<file path="src/rtl/vec_writeback_if.sv">
// -----------------------------------------------------------------------------
// vec_writeback_if
//   SRAM write port between the vector writeback stage and the scratchpad
//   arbiter. A write transfers on a clock edge where mem_wr_en && mem_wr_ready.
//
//   mem_wr_en     write request (master -> slave)
//   mem_wr_addr   word address (master -> slave)
//   mem_wr_data   packed 32-bit word, lane 0 in bits [7:0] (master -> slave)
//   mem_wr_strb   byte-lane enables (master -> slave)
//   mem_wr_ready  arbiter grant (slave -> master)
// -----------------------------------------------------------------------------
interface vec_writeback_if #(
  parameter int ADDR_WIDTH = 16
) ();

  logic                  mem_wr_en;
  logic [ADDR_WIDTH-1:0] mem_wr_addr;
  logic [31:0]           mem_wr_data;
  logic [3:0]            mem_wr_strb;
  logic                  mem_wr_ready;

  modport master (
    output mem_wr_en,
    output mem_wr_addr,
    output mem_wr_data,
    output mem_wr_strb,
    input  mem_wr_ready
  );

  modport slave (
    input  mem_wr_en,
    input  mem_wr_addr,
    input  mem_wr_data,
    input  mem_wr_strb,
    output mem_wr_ready
  );

endinterface

</file>
<file path="src/rtl/vec_writeback.sv">
// -----------------------------------------------------------------------------
// vec_writeback
//   Downstream stage of the vector engine. Collects num_elements 8-bit results
//   from the (non-backpressurable) result stream, packs them little-endian into
//   32-bit words and writes each word to SRAM at base_addr + w*word_stride.
//   Finished words go through a small FIFO so that arbiter stalls do not lose
//   data; if the FIFO is full and cannot drain that cycle, the word is dropped
//   and the sticky overflow flag is raised.
//
//   clk           clock, all logic on posedge
//   rst_n         asynchronous active-low reset
//   start         begin a job (only looked at while idle)
//   base_addr     first word address, latched at start
//   word_stride   address increment per word, latched at start
//   num_elements  elements to collect, latched at start
//   data_in       element from the vector engine
//   in_valid      data_in valid this cycle
//   mem           SRAM write port (vec_writeback_if.master)
//   busy          job in progress (COLLECT, DRAIN or DONE)
//   done          one-cycle pulse at the end of every job
//   overflow      sticky: a packed word was dropped; cleared at start
// -----------------------------------------------------------------------------
module vec_writeback #(
  parameter  int DATA_WIDTH   = 8,
  parameter  int MAX_ELEMENTS = 4096,
  parameter  int ADDR_WIDTH   = 16,
  parameter  int FIFO_DEPTH   = 8,
  localparam int CNT_W        = $clog2(MAX_ELEMENTS)
) (
  input  logic                  clk,
  input  logic                  rst_n,
  input  logic                  start,
  input  logic [ADDR_WIDTH-1:0] base_addr,
  input  logic [ADDR_WIDTH-1:0] word_stride,
  input  logic [CNT_W-1:0]      num_elements,
  input  logic [DATA_WIDTH-1:0] data_in,
  input  logic                  in_valid,
  vec_writeback_if.master       mem,
  output logic                  busy,
  output logic                  done,
  output logic                  overflow
);

  localparam int PTR_W = $clog2(FIFO_DEPTH);

  typedef enum logic [1:0] {
    S_IDLE,
    S_COLLECT,
    S_DRAIN,
    S_DONE
  } state_t;

  // One FIFO entry is a complete write: the address travels with the word so
  // the write side never needs to know how many words were dropped.
  typedef struct packed {
    logic [ADDR_WIDTH-1:0] addr;
    logic [31:0]           data;
    logic [3:0]            strb;
  } entry_t;

  // ---------------------------------------------------------------------------
  // Job state
  // ---------------------------------------------------------------------------
  state_t                state;
  logic [CNT_W-1:0]      num_cfg;     // latched element count
  logic [ADDR_WIDTH-1:0] stride_cfg;  // latched word stride
  logic [ADDR_WIDTH-1:0] word_addr;   // address of the word being packed
  logic [CNT_W-1:0]      elem_cnt;    // elements accepted so far
  logic [31:0]           lane_reg;    // lanes already filled in current word

  // ---------------------------------------------------------------------------
  // FIFO state
  // ---------------------------------------------------------------------------
  entry_t                fifo_mem [FIFO_DEPTH];
  logic [PTR_W-1:0]      wr_ptr;
  logic [PTR_W-1:0]      rd_ptr;
  logic [PTR_W:0]        fifo_cnt;

  logic                  fifo_empty;
  logic                  fifo_full;
  entry_t                head;

  // ---------------------------------------------------------------------------
  // Element acceptance and word assembly
  // ---------------------------------------------------------------------------
  logic       accept;
  logic       last_elem;
  logic [1:0] lane;
  logic       push_req;
  logic       push;
  logic       pop;
  logic       drop;
  logic [31:0] push_data;
  logic [3:0]  push_strb;
  entry_t      push_entry;

  // Counter never exceeds num_cfg, so "accepted < num" is simply "!=".
  assign accept    = (state == S_COLLECT) && in_valid && (elem_cnt != num_cfg);
  assign last_elem = (elem_cnt + CNT_W'(1)) == num_cfg;
  assign lane      = elem_cnt[1:0];
  assign push_req  = accept && ((lane == 2'd3) || last_elem);

  // NOTE: every signal driven here gets a default first, so no path through
  // the case can leave it unassigned and infer a latch.
  always_comb begin
    push_data = lane_reg;
    push_strb = 4'b0000;
    unique case (lane)
      2'd0: begin
        push_data[0*DATA_WIDTH +: DATA_WIDTH] = data_in;
        push_strb                             = 4'b0001;
      end
      2'd1: begin
        push_data[1*DATA_WIDTH +: DATA_WIDTH] = data_in;
        push_strb                             = 4'b0011;
      end
      2'd2: begin
        push_data[2*DATA_WIDTH +: DATA_WIDTH] = data_in;
        push_strb                             = 4'b0111;
      end
      2'd3: begin
        push_data[3*DATA_WIDTH +: DATA_WIDTH] = data_in;
        push_strb                             = 4'b1111;
      end
      default: begin
        push_data = lane_reg;
        push_strb = 4'b0000;
      end
    endcase
  end

  assign push_entry = '{addr: word_addr, data: push_data, strb: push_strb};

  // ---------------------------------------------------------------------------
  // FIFO control. A pop on the same edge frees a slot, so a push into a full
  // FIFO is only lost when the write port is stalled at that moment.
  // ---------------------------------------------------------------------------
  assign fifo_empty = (fifo_cnt == '0);
  assign fifo_full  = (fifo_cnt == (PTR_W + 1)'(FIFO_DEPTH));
  assign pop        = !fifo_empty && mem.mem_wr_ready;
  assign push       = push_req && (!fifo_full || pop);
  assign drop       = push_req && fifo_full && !pop;

  // NOTE: the entry storage has no reset; an entry is only visible on the port
  // once fifo_cnt says it was written, and the port is forced to 0 when empty.
  always_ff @(posedge clk) begin
    if (push) begin
      fifo_mem[wr_ptr] <= push_entry;
    end
  end

  always_ff @(posedge clk or negedge rst_n) begin
    if (!rst_n) begin
      wr_ptr   <= '0;
      rd_ptr   <= '0;
      fifo_cnt <= '0;
    end else begin
      if (push) begin
        wr_ptr <= wr_ptr + PTR_W'(1);
      end
      if (pop) begin
        rd_ptr <= rd_ptr + PTR_W'(1);
      end
      unique case ({push, pop})
        2'b10:   fifo_cnt <= fifo_cnt + (PTR_W + 1)'(1);
        2'b01:   fifo_cnt <= fifo_cnt - (PTR_W + 1)'(1);
        default: fifo_cnt <= fifo_cnt;
      endcase
    end
  end

  // ---------------------------------------------------------------------------
  // Write port: straight from the FIFO head register, so it holds steady for
  // as long as the arbiter withholds ready.
  // ---------------------------------------------------------------------------
  assign head            = fifo_mem[rd_ptr];
  assign mem.mem_wr_en   = !fifo_empty;
  assign mem.mem_wr_addr = fifo_empty ? '0 : head.addr;
  assign mem.mem_wr_data = fifo_empty ? '0 : head.data;
  assign mem.mem_wr_strb = fifo_empty ? '0 : head.strb;

  // ---------------------------------------------------------------------------
  // Job FSM with registered status outputs.
  // ---------------------------------------------------------------------------
  // NOTE: state registers use non-blocking assignments so every register in
  // this block samples the pre-edge value of every other one.
  always_ff @(posedge clk or negedge rst_n) begin
    if (!rst_n) begin
      state      <= S_IDLE;
      busy       <= 1'b0;
      done       <= 1'b0;
      overflow   <= 1'b0;
      num_cfg    <= '0;
      stride_cfg <= '0;
      word_addr  <= '0;
      elem_cnt   <= '0;
      lane_reg   <= '0;
    end else begin
      if (drop) begin
        overflow <= 1'b1;
      end

      unique case (state)
        S_IDLE: begin
          if (start) begin
            state      <= S_COLLECT;
            busy       <= 1'b1;
            num_cfg    <= num_elements;
            stride_cfg <= word_stride;
            word_addr  <= base_addr;
            elem_cnt   <= '0;
            lane_reg   <= '0;
            overflow   <= 1'b0;
          end
        end

        S_COLLECT: begin
          if (accept) begin
            elem_cnt <= elem_cnt + CNT_W'(1);
            if (push_req) begin
              // Advance the address even when the word was dropped, so the
              // words that do get through land at their proper addresses.
              lane_reg  <= '0;
              word_addr <= word_addr + stride_cfg;
            end else begin
              lane_reg <= push_data;
            end
          end
          // Checked on the registered count: a job of zero elements leaves
          // on its first COLLECT cycle.
          if (elem_cnt == num_cfg) begin
            state <= S_DRAIN;
          end
        end

        S_DRAIN: begin
          if (fifo_empty) begin
            state <= S_DONE;
            done  <= 1'b1;
          end
        end

        S_DONE: begin
          state <= S_IDLE;
          done  <= 1'b0;
          busy  <= 1'b0;
        end

        default: begin
          state <= S_IDLE;
          done  <= 1'b0;
          busy  <= 1'b0;
        end
      endcase
    end
  end

endmodule
</file>
<file path="src/flat_wrapper.sv">
// flat-port wrapper written by rule: the top's interface ports become plain ports
module vec_writeback_flat 
#(
  parameter  int DATA_WIDTH   = 8,
  parameter  int MAX_ELEMENTS = 4096,
  parameter  int ADDR_WIDTH   = 16,
  parameter  int FIFO_DEPTH   = 8,
  localparam int CNT_W        = $clog2(MAX_ELEMENTS)
)
  (clk, rst_n, start, base_addr, word_stride, num_elements, data_in, in_valid, busy, done, overflow, mem_mem_wr_en, mem_mem_wr_addr, mem_mem_wr_data, mem_mem_wr_strb, mem_mem_wr_ready);
  vec_writeback_if #(.ADDR_WIDTH(ADDR_WIDTH)) mem_i ();
  input  logic clk;
  input  logic rst_n;
  input  logic start;
  input  logic [ADDR_WIDTH-1:0] base_addr;
  input  logic [ADDR_WIDTH-1:0] word_stride;
  input  logic [CNT_W-1:0] num_elements;
  input  logic [DATA_WIDTH-1:0] data_in;
  input  logic in_valid;
  output logic busy;
  output logic done;
  output logic overflow;
  output wire logic [$bits(mem_i.mem_wr_en)-1:0] mem_mem_wr_en;
  output wire logic [$bits(mem_i.mem_wr_addr)-1:0] mem_mem_wr_addr;
  output wire logic [$bits(mem_i.mem_wr_data)-1:0] mem_mem_wr_data;
  output wire logic [$bits(mem_i.mem_wr_strb)-1:0] mem_mem_wr_strb;
  input wire logic [$bits(mem_i.mem_wr_ready)-1:0] mem_mem_wr_ready;
  assign mem_mem_wr_en = mem_i.mem_wr_en;
  assign mem_mem_wr_addr = mem_i.mem_wr_addr;
  assign mem_mem_wr_data = mem_i.mem_wr_data;
  assign mem_mem_wr_strb = mem_i.mem_wr_strb;
  assign mem_i.mem_wr_ready = mem_mem_wr_ready;
  vec_writeback #(.DATA_WIDTH(DATA_WIDTH), .MAX_ELEMENTS(MAX_ELEMENTS), .ADDR_WIDTH(ADDR_WIDTH), .FIFO_DEPTH(FIFO_DEPTH)) u_core (.clk(clk), .rst_n(rst_n), .start(start), .base_addr(base_addr), .word_stride(word_stride), .num_elements(num_elements), .data_in(data_in), .in_valid(in_valid), .mem(mem_i), .busy(busy), .done(done), .overflow(overflow));
endmodule
</file>
<file path="config.mk">
export PLATFORM = sky130hd
export DESIGN_NAME = vec_writeback_flat
export DESIGN_NICKNAME = d
export VERILOG_FILES = /design/src/rtl/vec_writeback_if.sv /design/src/rtl/vec_writeback.sv /design/src/flat_wrapper.sv
export SDC_FILE = /design/constraint.sdc
export NUM_CORES = 1
export LEC_CHECK = 0
export ABC_AREA = 0
export CAP_MARGIN = 20
export CORE_ASPECT_RATIO = 0.6
export CORE_MARGIN = 5
export CORE_UTILIZATION = 40
export DETAILED_ROUTE_END_ITERATION = 7
export GPL_TIMING_DRIVEN = 0
export PLACE_DENSITY = 0.67
export SKIP_CTS_REPAIR_TIMING = 1
export SLEW_MARGIN = 40
export SYNTH_ARGS = -nofsm -noshare
export SYNTH_HDL_FRONTEND = slang
export SYNTH_SLANG_ARGS = --single-unit
</file>
<file path="constraint.sdc">
create_clock -name clk -period 8.9 [get_ports clk]
set_input_delay 2.67 -clock clk [delete_from_list [all_inputs] [get_ports clk]]
set_output_delay 2.67 -clock clk [all_outputs]
set_load 0.01 [all_outputs]
</file>
==> results of run 1 <==
[area by class of cell]
type                       count  area share
clock buffer                  60     0.05023
multi-input combinational    627      0.2452
inverter                      22    0.003222
sequential                   511      0.5785
timing repair buffer         188     0.06624
clock inverter                25    0.009763
buffer                        71     0.01245
tap                          703     0.03432
[through the flow]
step                      hold WS, ps  TNS (ps)  utilization  cells
after global placement          483.5   -811990       0.4439   2046
after floorplan                 468.9         0            -   1231
after CTS                       505.3         0       0.4856   2207
after global routing            516.8         0       0.4856   2207
after detailed placement        487.1         0       0.4565   2122
final                           505.2         0       0.4856   2207
[cell usage after synthesis, types with 4 or more instances]
library cell  count  area (µm²)
nand4_1           7       43.79
mux2i_1          60       600.6
a21o_1            5       37.54
or3_1             9       56.30
buf_1            17       63.81
edfxtp_1        408       12250
inv_1            22       82.58
nor4_1            4       25.02
mux2_2           61       686.9
buf_2             9       45.04
o21ai_0          37       185.2
clkbuf_1         41       153.9
nand2_1          48       180.2
nand3_1          13       65.06
mux4_2          102        2297
nor3_1           22       110.1
xor2_1           12       105.1
a21oi_1          24       120.1
a22o_1           37       324.1
nor2b_1           4       25.02
xnor2_1          22       192.7
ha_1             26       325.3
nor4b_2           4       60.06
dfrtp_1         103        2577
nor2_1           72       270.3
o31ai_1           4       30.03
[critical path, stage by stage, from the launching register on]
cell             delay (ps)
dfrtp_1                 390
clkbuf_1                190
buf_1                   560
buf_2                   500
mux4_2                  550
mux2i_1                 340
nor2_1                  120
clkdlybuf4s50_1         520
[routing by layer]
layer	vias up	track usage
li1	5334	-
met1	6287	0.2580
met2	368	0.2500
met3	65	0.03466
met4	0	0.03544
met5	-	0
[power groups by stage]
stage / combinational, W / sequential, W / clock [W]
after detailed placement: 0.00305 / 0.00317 / 0
after global routing: 0.00331 / 0.00315 / 0.00218
after CTS: 0.00307 / 0.00312 / 0.00207
after floorplan: 0.00194 / 0.00308 / 0
final: 0.00303 / 0.00313 / 0.00204
after global placement: 0.00299 / 0.00316 / 0
[worst min-delay path by stage]
stage                              from                   to  slack, ps  depth (start not counted)
detailed placement   u_core.lane_reg[6]   u_core.lane_reg[6]        490                          1
finish              u_core.lane_reg[21]  u_core.lane_reg[21]        510                          1
floorplan            u_core.lane_reg[0]   u_core.lane_reg[0]        470                          1
global placement    u_core.lane_reg[16]  u_core.lane_reg[16]        480                          1
CTS                  u_core.lane_reg[7]   u_core.lane_reg[7]        510                          1
global route        u_core.lane_reg[19]  u_core.lane_reg[19]        520                          1
[cell families (layout without fill, tap and decap cells)]
kind of cell / count (synthesis) / count (layout)
DFF: 511 / 511
adders and majority gates: 27 / 27
AOI/OAI and AO/OA: 134 / 134
buffers and inverters: 93 / 366
and+or+nand+nor: 206 / 206
xor gates and xnor gates: 34 / 34
muxes: 226 / 226
==> reports/qor.yml, run 1 <==
hold_class: "reg -> reg"
syn_area_mm2: 0.02143
final_area_mm2: 0.02563
floorplan.die.width_um: 308.8
wl_met2_um: 21990
cts_buffers: 48
combPwrFrac: 0.370
layout-drive-gt1-share: 0.2314
fmax_mhz: 156.1
worst_slew_pin_slew_ps: 846.7
nets: 1553
setup_slack_ps: 2494
synth_edf_count: 408
fillers: 4343
ys_ff_latch: 511
viasPerCell: 5.462
postSynthCellCount: 1231
total_power_w: 0.008195
wirelength_um: 49600
cell_internal_pwr_w: 0.005475
end_kind: "output port"
synth-simple-area-share: 0.04793
path_clk_slew_ps: 60
synth_top_family_by_area: "multiplexers"
cellPowerDensity_mw_per_mm2: 319.7
critPathRequiredTime_ps: 6230
seq_power_share: 0.382
vias: 12050
endpoint: "mem_mem_wr_data[27]"
grt_max_degree: 57
core_area_mm2: 0.05278
post-route-drc-count: 0
layout_commonest_cell: "edfxtp_1"
clkPwrFrac: 0.248
seqCellArea_mm2: 0.01483
firstDrtPassIters: 5
switching_power_w: 0.002719
slew_headroom: 0.4356
synth_compound_area_frac: 0.04291
cp_max_fo: 10
r2r_end: "u_core.fifo_mem[0][22]"
die-area_mm2: 0.05846
wl_met1_um: 23150
grt_pass1_wl_um: 75420
fin_crit_sh: 0.7198
cts_tree: "yes"
cts_buffer_depth: 3
drv_cap: 0
rsz0062_at_grt: "false"
synth.distinct_cells: 62
clock_latency_ps: 580
rows: 65
syn_to_final_growth_pct: 19.60
antenna_cells: 0
fp.dieH_um: 189.3
place_area_mm2: 0.02409
dp_worst_setup_slack_ps: 2989
timing.rr.start: "u_core.elem_cnt[1]"
clock_sinks: 511
grt.overflow.total: 0
routed.top_layer: "met4"
hpwl_um: 35270
crit_type: "reg -> out"
synth_flop_cell: "edfxtp_1"
period_needed_ps: 6406
first_iter_violations: 970
yosysWarnings: 0
start_util: 0.4060
synth_fa_ha_area_frac: 0.01611
finalWeightedCongestion: 0.8404
yosysSeqAreaShare: 0.6919
worstPathArrival_ps: 3740
grt_antenna_before_repair: 0
syn_avg_cell_area_um2: 17.41
multi_input_area_mm2: 0.006286
io_buffers: 112
setup_violations: 0
p_leak_nw: 9.249
synthMuxAreaShare: 0.1694
routedWlPerCell_um: 22.47
skew_ps: 18.40
r2r_slack_ps: 3700
grt_usage: 0.1680
layout_common_cells: "edfxtp_1, clkdlybuf4s50_1, dfrtp_1"
cts-root-buf: "clkbuf_16"
largest_reg_flops: 408
finalHoldViolCount: 0
synthXorXnorAreaFrac: 0.01389
syn-num-nets: 1315
startpoint: "u_core.rd_ptr[0]"
rr_worst_depth: 15
p_sw_frac: 0.3319
ant_nets: 0
grt_pass1_vias: 12180
io_pins: 113
ys_async_sr_fraction: 0.2016
htree_levels: 2
start_kind: "flip-flop"
wl_met3_um: 3518
drv_slew: 0
status: "complete, no violations"
irDropWorstVdd_uv: 154.9
Note: power is estimated with default switching activity, not from simulation.
==> inputs of run 2 (changes only) <==
--- a/config.mk
+++ b/config.mk
@@ -12,7 +12,7 @@
 export CORE_UTILIZATION = 40
 export DETAILED_ROUTE_END_ITERATION = 7
 export GPL_TIMING_DRIVEN = 0
-export PLACE_DENSITY = 0.67
+export PLACE_DENSITY = 0.69
 export SKIP_CTS_REPAIR_TIMING = 1
 export SLEW_MARGIN = 40
 export SYNTH_ARGS = -nofsm -noshare
==> constraint.sdc (replaced) <==
create_clock -name clk -period 5.2 [get_ports clk]
set_input_delay 1.56 -clock clk [delete_from_list [all_inputs] [get_ports clk]]
set_output_delay 1.56 -clock clk [all_outputs]
set_load 0.01 [all_outputs]
==> run 2 against run 1 <==
Critical path depth fell by 1. Flip-flop and latch count did not move. Core utilization barely moved. Die area did not move. Clock skew rose by 2.3 ps. Critical path type unchanged. Largest cell class unchanged. Largest power group unchanged.
==> reports/qor.yml, run 2 (synthesis results as in run 1) <==
cts_buffer_depth: 3  # unchanged
skew_ps: 20.68  # +2.279 ps
vias: 12150  # +0.83%
grt_max_degree: 61  # +7.0%
utilization: 0.4856  # about the same
start_kind: "flip-flop"
grt_usage: 0.1721  # +0.004112
fp.dieH_um: 189.3  # unchanged
layout-drive-gt1-share: 0.2365  # +0.005126
fin_crit_sh: 0.9681
first_iter_violations: 1150  # +19%
slew_headroom: 0.4225  # -0.01306
status: "complete, no violations"
htree_levels: 2  # unchanged
wirelength_um: 50940  # +2.7%
syn_to_final_growth_pct: 19.58  # about the same
io_pins: 113  # unchanged
grt_pass1_vias: 12090  # -0.72%
die-area_mm2: 0.05846  # unchanged
antenna_cells: 0  # unchanged
grt.overflow.total: 0  # unchanged
hpwl_um: 36310  # +3.0%
place_area_mm2: 0.02412  # about the same
cts_buffers: 45  # -6.3%
layout_commonest_cell: "edfxtp_1"
cp_max_fo: 10  # unchanged
clock_sinks: 511  # unchanged
io_buffers: 112  # unchanged
rows: 65  # unchanged
cellPowerDensity_mw_per_mm2: 544.7  # +70%
crit_type: "reg -> out"
largest_reg_flops: 408  # unchanged
grt_antenna_before_repair: 0  # unchanged
cts-root-buf: "clkbuf_16"
hold_class: "reg -> reg"
clock_latency_ps: 560  # -20 ps
layout_common_cells: "edfxtp_1, clkdlybuf4s50_1, dfrtp_1"
irDropWorstVdd_uv: 266.3  # +72%
core_area_mm2: 0.05278  # unchanged
critPathRequiredTime_ps: 3640  # -2590 ps
worst_slew_pin_slew_ps: 866.3  # +19.59 ps
worstPathArrival_ps: 3470  # -270 ps
start_util: 0.4060  # unchanged
drv_slew: 0  # unchanged
post-route-drc-count: 0  # unchanged
ant_nets: 0  # unchanged
finalHoldViolCount: 0  # unchanged
floorplan.die.width_um: 308.8  # unchanged
path_clk_slew_ps: 70  # about the same
p_leak_nw: 9.228  # -0.22%
period_needed_ps: 5034
cts_tree: "yes"
end_kind: "output port"
firstDrtPassIters: 5  # unchanged
fin_hold_ws_ps: 503.6  # -1.605 ps
fillers: 4329  # -0.32%
nets: 1551  # -0.13%
total_power_w: 0.01396  # +70%
final_area_mm2: 0.02563  # about the same
setup_violations: 0  # unchanged
viasPerCell: 5.515  # +0.97%
grt_pass1_wl_um: 76610  # +1.6%
rsz0062_at_grt: "false"
routedWlPerCell_um: 23.11  # +2.9%
fmax_mhz: 198.6
drv_cap: 0  # unchanged
finalWeightedCongestion: 0.8742  # +4.0%
[run 2: power breakdown]
part	total, W	switching, W	internal [W]	leakage (nW)
registers	0.00534	0.000366	0.00498	5.13
logic	0.00526	0.00286	0.00240	3.39
clock network	0.00336	0.00146	0.00190	0.710
total	0.0140	0.00468	0.00928	9.23
[run 2: critical path, cell delays in order, from the launching register on]
cell	delay, ps
dfrtp_1	450
clkbuf_1	550
clkbuf_1	670
mux4_2	420
mux2i_1	150
nor2_1	60
clkdlybuf4s50_1	620
[run 2: area by class of cell]
type                    instances  area, µm²  share of cell area
plain buffers                  71      325.3             0.01269
flip-flops and latches        511      14830              0.5786
clock inverters                25      257.7             0.01006
multi-input cells             627       6304              0.2460
inverters                      22      82.58            0.003222
clock buffers                  56       1209             0.04716
repair buffers                189       1742             0.06796
well taps                     703      879.6             0.03432
[run 2: layer usage]
metal  global-route usage  up-vias  part of all wire
met1               0.2640     6315              0.47
met4              0.02922        0             0.015
met3              0.03421       65             0.071
met5                    0        -                 0
li1                     -     5337                 -
met2               0.2609      437              0.45
[run 2: worst paths after layout]
path	start	endpoint	slack, ps	cells past startpoint
worst max register to register	u_core.elem_cnt[1]	u_core.fifo_mem[7][29]	200	18
worst max-delay path	u_core.rd_ptr[1]	mem_mem_wr_data[26]	170	6
min in group asynchronous	rst_n	u_core.stride_cfg[11]	890	1
worst min register to register	u_core.lane_reg[22]	u_core.lane_reg[22]	500	1
worst min-delay path	u_core.lane_reg[22]	u_core.lane_reg[22]	500	1
max in group asynchronous	rst_n	u_core.lane_reg[26]	3630	2
[run 2: through the flow]
stage / std cells / setup WS (ps) / setup TNS, ps
2_1_floorplan: 1231 / -1432 / -364250
5_1_grt: 2204 / 8.811 / 0
3_3_place_gp: 2046 / -5644 / -2028910
6_report: 2204 / 165.9 / 0
3_5_place_dp: 2121 / 16.27 / 0
4_1_cts: 2202 / -73.70 / -209.6
